===== src/rtl/mem_wb_skid.sv =====
// ---------------------------------------------------------------------------
// mem_wb_skid
// MEM/WB pipeline boundary with a two-entry skid buffer. It carries the full
// writeback payload (GPR, HI/LO, flags) from MEM to writeback. It also has a
// synchronous stage flush and a saturating stall counter. Every output,
// including mem_ready, comes straight from a flop. As a result wb_ready never
// reaches mem_ready through combinational logic.
//
// Ports
//   clk, rst          clock; synchronous active-high reset
//   flush             drop every held beat (and any beat offered this cycle)
//   mem_valid/ready   upstream handshake (MEM -> this stage)
//   mem_wd..mem_flags upstream writeback payload
//   wb_valid/ready    downstream handshake (this stage -> writeback)
//   wb_wd..wb_flags   downstream payload; wb_wreg/wb_we gated by wb_valid
//   occupancy         number of held beats, 0..2
//   stall_cnt         saturating count of cycles with wb_valid & !wb_ready
// ---------------------------------------------------------------------------
module mem_wb_skid #(
   parameter int unsigned DATA_W  = 32,
   parameter int unsigned ADDR_W  = 5,
   parameter int unsigned FLAGS_W = 32,
   parameter int unsigned CNT_W   = 16
) (
   input  logic               clk,
   input  logic               rst,
   input  logic               flush,

   input  logic               mem_valid,
   output logic               mem_ready,
   input  logic [ADDR_W-1:0]  mem_wd,
   input  logic               mem_wreg,
   input  logic [DATA_W-1:0]  mem_wdata,
   input  logic [DATA_W-1:0]  mem_hi,
   input  logic [DATA_W-1:0]  mem_lo,
   input  logic               mem_we,
   input  logic [FLAGS_W-1:0] mem_flags,

   output logic               wb_valid,
   input  logic               wb_ready,
   output logic [ADDR_W-1:0]  wb_wd,
   output logic               wb_wreg,
   output logic [DATA_W-1:0]  wb_wdata,
   output logic [DATA_W-1:0]  wb_hi,
   output logic [DATA_W-1:0]  wb_lo,
   output logic               wb_we,
   output logic [FLAGS_W-1:0] wb_flags,

   output logic [1:0]         occupancy,
   output logic [CNT_W-1:0]   stall_cnt
);

   // One writeback beat; both storage entries hold a full copy.
   typedef struct packed {
      logic [ADDR_W-1:0]  wd;
      logic               wreg;
      logic [DATA_W-1:0]  wdata;
      logic [DATA_W-1:0]  hi;
      logic [DATA_W-1:0]  lo;
      logic               we;
      logic [FLAGS_W-1:0] flags;
   } beat_t;

   // The encoding equals the number of held beats, so occupancy is the state.
   localparam logic [1:0] S_EMPTY = 2'd0;
   localparam logic [1:0] S_ONE   = 2'd1;
   localparam logic [1:0] S_TWO   = 2'd2;

   logic [1:0]       state_q;
   logic [1:0]       state_n;
   beat_t            main_q;
   beat_t            main_n;
   beat_t            skid_q;
   beat_t            skid_n;
   beat_t            in_beat;
   logic [CNT_W-1:0] cnt_n;
   logic             in_fire;
   logic             stall;

   // Gather the upstream payload into one beat.
   always_comb begin
      in_beat       = '0;
      in_beat.wd    = mem_wd;
      in_beat.wreg  = mem_wreg;
      in_beat.wdata = mem_wdata;
      in_beat.hi    = mem_hi;
      in_beat.lo    = mem_lo;
      in_beat.we    = mem_we;
      in_beat.flags = mem_flags;
   end

   // mem_ready and wb_valid are flops, so both handshakes are flop-driven.
   assign in_fire = mem_valid & mem_ready;
   assign stall   = wb_valid & ~wb_ready;

   // Next state, entry updates and stall-counter update.
   always_comb begin
      state_n = state_q;
      main_n  = main_q;
      skid_n  = skid_q;
      cnt_n   = stall_cnt;

      // The counter keeps running through a flush; only rst clears it.
      if (stall && (stall_cnt != {CNT_W{1'b1}})) begin
         cnt_n = stall_cnt + CNT_W'(1);
      end

      if (flush) begin
         // Payload stays stale; a beat offered in this cycle is dropped.
         state_n = S_EMPTY;
      end else begin
         case (state_q)
            S_EMPTY: begin
               if (in_fire) begin
                  main_n  = in_beat;
                  state_n = S_ONE;
               end
            end
            S_ONE: begin
               if (in_fire && wb_ready) begin
                  main_n = in_beat;
               end else if (in_fire) begin
                  skid_n  = in_beat;
                  state_n = S_TWO;
               end else if (wb_ready) begin
                  state_n = S_EMPTY;
               end
            end
            S_TWO: begin
               // mem_ready is low here, so no beat can enter.
               if (wb_ready) begin
                  main_n  = skid_q;
                  state_n = S_ONE;
               end
            end
            default: begin
               state_n = S_EMPTY;
            end
         endcase
      end
   end

   // State, storage and registered handshake/status outputs.
   always_ff @(posedge clk) begin
      if (rst) begin
         state_q   <= S_EMPTY;
         main_q    <= '0;
         skid_q    <= '0;
         stall_cnt <= '0;
         mem_ready <= 1'b1;
         wb_valid  <= 1'b0;
         wb_wreg   <= 1'b0;
         wb_we     <= 1'b0;
         occupancy <= 2'd0;
      end else begin
         state_q   <= state_n;
         main_q    <= main_n;
         skid_q    <= skid_n;
         stall_cnt <= cnt_n;
         mem_ready <= (state_n != S_TWO);
         wb_valid  <= (state_n != S_EMPTY);
         // Gate the write enables so no write leaks while invalid or flushed.
         wb_wreg   <= main_n.wreg & (state_n != S_EMPTY);
         wb_we     <= main_n.we   & (state_n != S_EMPTY);
         occupancy <= state_n;
      end
   end

   // The data fields show the main entry as is, stale or not.
   assign wb_wd    = main_q.wd;
   assign wb_wdata = main_q.wdata;
   assign wb_hi    = main_q.hi;
   assign wb_lo    = main_q.lo;
   assign wb_flags = main_q.flags;

endmodule


===== config.mk =====
export PLATFORM = sky130hd
export DESIGN_NAME = mem_wb_skid
export DESIGN_NICKNAME = d
export VERILOG_FILES = /design/src/rtl/mem_wb_skid.sv
export SDC_FILE = /design/constraint.sdc
export NUM_CORES = 1
export LEC_CHECK = 0
export CAP_MARGIN = 20
export CORE_ASPECT_RATIO = 0.8
export CORE_UTILIZATION = 30
export DETAILED_ROUTE_END_ITERATION = 10
export SYNTH_ARGS = -nofsm -noshare
export SYNTH_HDL_FRONTEND = slang
export SYNTH_SLANG_ARGS = --single-unit

===== constraint.sdc =====
create_clock -name clk -period 1.9 [get_ports clk]
set_input_delay 0.19 -clock clk [delete_from_list [all_inputs] [get_ports clk]]
set_output_delay 0.19 -clock clk [all_outputs]
set_load 0.01 [all_outputs]

=== Yosys cells after proc, flatten, opt, wreduce, memory -nomap -nowiden ===
Index checks and enable logic that the tools add are counted.

* Bits in registers: 292
* Input port bits: 140
* Output and inout port bits: 155
* Word-level logic and storage cells: 54

* Add/sub/neg operators: 1
* Equal/unequal tests: 7
* Mux-type cells: 12
* Bitwise gates (word level): 7
* Reduce and logical (&&, ||, !) cells: 7

{| class="wikitable"
|+ Operator list
! operator !! count
|-
| $mux 135 || 3
|-
| $pmux 135 s3 || 1
|-
| $mux 130 || 1
|-
| $add 16x1->16 const B || 1
|-
| $ne 16x16->1 const B || 1
|-
| $mux 2 || 6
|-
| $ne 2x2->1 const B || 4
|-
| $pmux 2 s3 || 1
|-
| $reduce_and 5->1 || 1
|-
| $and 1x1->1 || 4
|-
| $reduce_and 4->1 || 1
|-
| $not 1->1 || 3
|-
| $reduce_bool 3->1 || 1
|-
| $eq 2x1->1 const B || 1
|-
| $eq 2x2->1 const B || 1
|-
| $logic_and 1x1->1 || 2
|-
| $logic_not 2->1 || 1
|-
| $reduce_bool 2->1 || 1
|}

=== Longest topological paths before layout ===
* Depth in word-level cells: 7
* Mapped depth: 9
* Gate-level depth less buffers: 5

=== Worst setup path after synthesis ===
No wires, ideal clock.

* Path type: register to register
* From: register state_q[0]
* To: register main_q (netlist bit wb_flags[0])
* Library setup time: 0.146 ns
* Arrival time: 1.636 ns
* Required time: 1.754 ns
* Slack: 0.118 ns
* Cell stages (with the launch flop): 9
* Buffers on the path: 4
* Clock period less this slack: 1.782 ns
* Path through: dfxtp_1 and3b_1 buf_6 o31a_1 buf_6 buf_6 buf_2 nor2_1 a211oi_2

* Longest elaborated chain between the ends: 3
* Elaborated cells on any way between the ends: 9
* Classes of those cells: 5 x eq/ne; 1 x mux; 3 x reduce/logical

{| class="wikitable"
|+ RTL lines
! item !! line !! text
|-
| start: declaration || 69 || <nowiki>logic [1:0] state_q;</nowiki>
|-
| start signal: assignment || 156 || <nowiki>state_q <= state_n;</nowiki>
|-
| $eq 2x1->1, or another cell as far along || 112 || <nowiki>case (state_q)</nowiki>
|-
| $ne 2x2->1 (no line) / $reduce_bool 3->1 (equally long branches) || n/a ||
|-
| $reduce_and 5->1 (no line) || n/a ||
|-
| end signal: assignment || 157 || <nowiki>main_q <= main_n;</nowiki>
|-
| end: declaration || 71 || <nowiki>beat_t main_q;</nowiki>
|}

Parallel ways exist; a longest one is shown, timed or not.
A chain may end at the register's enable or synchronous reset.

=== Final worst setup path ===
* From: register stall_cnt[8]
* To: output stall_cnt[8]

{| class="wikitable"
|+ RTL lines
! item !! line !! text
|-
| start: declaration || 50 || <nowiki>output logic [CNT_W-1:0] stall_cnt</nowiki>
|-
| start signal: assignment || 159 || <nowiki>stall_cnt <= cnt_n;</nowiki>
|}

No word-level cell between the ends.

==> flow_summary.yaml <==
outcome:
  run_status: "complete, no violations"
yosys:
  synth.net_count: 1608
  synth_edf_count: 0
  post_synth_instance_area_sq_mm: 0.01303
  yosys_warnings: 0
  netlist_top_cells_area: "sky130_fd_sc_hd__dfxtp_1 45%, sky130_fd_sc_hd__a211oi_2 12%, sky130_fd_sc_hd__nand2_1 8.0%"
  async_flop_share_pct: 0
  synth_largest_area_cell: "sky130_fd_sc_hd__dfxtp_1"
  yosys-top-cells-count: "292 x sky130_fd_sc_hd__dfxtp_1, 276 x sky130_fd_sc_hd__nand2_1, 150 x sky130_fd_sc_hd__a21oi_1, 143 x sky130_fd_sc_hd__nor2_1, 134 x sky130_fd_sc_hd__buf_4"
  ys_types: 41
  netlist_instances: 1467
  synth.yosys.seq_area_share_pct: 44.86
  post-synth-top-count-cell: "sky130_fd_sc_hd__dfxtp_1"
  yosys_most_used_dff: "sky130_fd_sc_hd__dfxtp_1"
  yosys_register_bits: 292
  area_share_of_the_largest_cell_type_after_synthesis_pct: 44.86
  synth.avg_cell_area_sq_um: 8.883
die:
  initial_utilization_pct: 30.78
  dieArea_sq_mm: 0.04428
  core-area_sq_mm: 0.04233
  fp.dieH_um: 188.4
  dieWidth_um: 235.0
  placement_rows: 67
  boundaryPins: 295
final_layout:
  final_instance_count_excl_fillers: 2199
  insertedDiodeCount: 0
  multi_input_area_sq_mm: 0.005547
  seqCellArea_sq_mm: 0.005848
  finalCoreUtilization_pct: 40.63
  post_route_cells_drive_above_1_share_pct: 16.76
  n_fill_cell: 4096
  area.growth.synth_to_final_pct: 32.00
  number_of_nets_in_the_layout: 1763
timing:
  report.final.hold_viol_count: 0
  worst_slew_pin_slew_ps: 535.1
  setup_repair_after_global_routing_missed_its_margin: "no"
  totalNegativeSetupSlack_ps: 0
  timing.final.max_slew_violations: 0
  clock_skew_ps: 18.03
  headroom_to_the_max_slew_limit_pct: 64.32
  final_period_minus_worst_setup_slack_ps: 1801
  period_share_pct: 94.80
  fmax_achieved_mhz: 555.2
  setup_viol: 0
  postLayoutSetupSlackWorst_ps: 98.79
clock_network:
  clkSinkCount: 292
  clockRootBuffer: "sky130_fd_sc_hd__clkbuf_16"
  worst_setup_hold_path_clk_slew_ps: 60
  cts_tree: "done"
  cts_hold_buffers: 0
  clock_tree.buffer_depth: 3
  cts_htree_levels: 2
  cts_made_buffers: 34
  cts_post_setup_buffers_inserted: 0
  clock_latency_ps: 520
critical_path:
  crit_required_ps: 1710
  worstSetupPathType: "register to primary output"
  critical_path_peak_fanout: 7
  critical-path-top-delay-family: "buffers and inverters"
  cp_launch_type: "register"
  timing.critical_path.arrival_ps: 1610
  type_of_destination_of_the_critical_path: "primary output"
  crit_slowest_cell: "sky130_fd_sc_hd__clkdlybuf4s50_1"
  timing.critical_path.slowest_cell_delay_ps: 650
  worstPathBufferInverterCount: 1
  path_cells: "clkdlybuf4s50_1"
power:
  vdd.ir_drop.worst_mv: 0.5273
  power.static_leakage_nw: 5.807
  power_density_over_the_cells_mw_per_mm2: 898.5
global_route:
  first_global_vias: 10456
  largest_net_degree_at_the_start_of_global_routing: 65
  globalRouteTotalUtil_pct: 16.14
  grt.overflow.total: 0
  antenna_found_initial: 0
  first_pass_grt_wire_length_mm: 57.93
routing:
  detail_route.vias_per_cell: 4.949
  drt-wirelength-per-cell_um: 16.89
  final_antenna_net_count: 0
  drt_iter0_drc: 584
  postRouteWirelength_mm: 37.14
  first_pass_iters: 5
  remaining_drc_errors: 0
  vias: 10882
placement:
  place_ws_ps: -138.0
  place.port_buffers: 294
  placer_congestion: 0.7520
  place.detailed.hpwl_mm: 25.10
  place_inst: 2138
hold_path:
  timing.hold.worst.class: "input pin to register"
run:
  number_of_violations_of_the_max_capacitance_limit: 0
==> cell usage in the layout, fill, tap and decap left out, drive strengths merged, types with 5 or more instances in the layout <==
cell type      instances
nand3                  5
buf                   84
clkbuf                54
nand4                  7
nor2                 144
inv                    8
nand2                276
o31ai                  8
dfxtp                292
a211oi               134
or4                    7
clkdlybuf4s50        291
a22oi                133
a21oi                150
nor2b                  5
==> layout make-up <==
cell class | count | share of cell area (%)
clock buffer | 54 | 6.219
clock inverter | 7 | 0.5455
multi-input combinational | 910 | 32.24
sequential | 292 | 34.00
inverter | 7 | 0.1527
tap | 552 | 4.015
timing repair buffer | 377 | 22.83
==> power breakdown <==
group,leakage (nW),switching (W),internal (W)
Combinational,2.86,0.00104,0.00112
Clock,0.570,0.00261,0.00414
Sequential,2.38,0.000153,0.00638
Total,5.81,0.00381,0.0116
==> stage by stage <==
stage / power (W) / instance area, sq um / hold slack, ps
after floorplan: 0.007974 / 13030 / 281.2
after global placement: 0.008808 / 16020 / 441.4
after detailed placement: 0.008843 / 16020 / 446.9
after CTS: 0.01571 / 17190 / 104.4
after global routing: 0.01616 / 17200 / 122.9
final: 0.01546 / 17200 / 129.5
==> path summary, 6_finish.rpt <==
check / startpoint / cells past startpoint / endpoint / slack, ps
setup / recovery: stall_cnt[8]$_SDFFE_PP0P_ / 1 / stall_cnt[8] / 100
hold reg to reg: skid_q[98]$_SDFFE_PP0P_ / 2 / skid_q[98]$_SDFFE_PP0P_ / 450
hold / removal: rst / 2 / skid_q[119]$_SDFFE_PP0P_ / 130
setup reg to reg: mem_ready$_SDFF_PP1_ / 6 / wb_hi[3]$_SDFFE_PP0P_ / 180
==> repair_timing <==
action	CTS	global route
endpoints found under the hold margin	0	0
setup endpoints to repair	0	5
gates resized for setup	0	5
==> logic make-up after synthesis <==
family | share of synthesized area [%]
and+or+nand+nor | 14.67
adders and majority gates | 0.09600
buffers and inverters | 12.85
AOI/OAI and AO/OA | 27.21
muxes | 0.3169
DFF | 44.86
==> sequential cells by signal (all words and copies together) (netlist names) <==
| signal | count |
|---|---|
| skid_q | 135 |
| wb_flags | 32 |
| wb_hi | 32 |
| wb_lo | 32 |
| wb_wdata | 32 |
| stall_cnt | 16 |
| wb_wd | 5 |
| main_q | 2 |
| state_q | 2 |
| mem_ready | 1 |
| wb_valid | 1 |
| wb_we | 1 |
| wb_wreg | 1 |
==> per-layer routing <==
layer / vias up / global-route usage [%] / routed length, um
met1: 5229 / 21.74 / 16900
met4: 0 / 4.580 / 801
met3: 62 / 4.336 / 2604
met2: 287 / 25.22 / 16840
li1: 5304 / - / -
met5: - / 0 / 0
(Power assumes the default switching activity.)
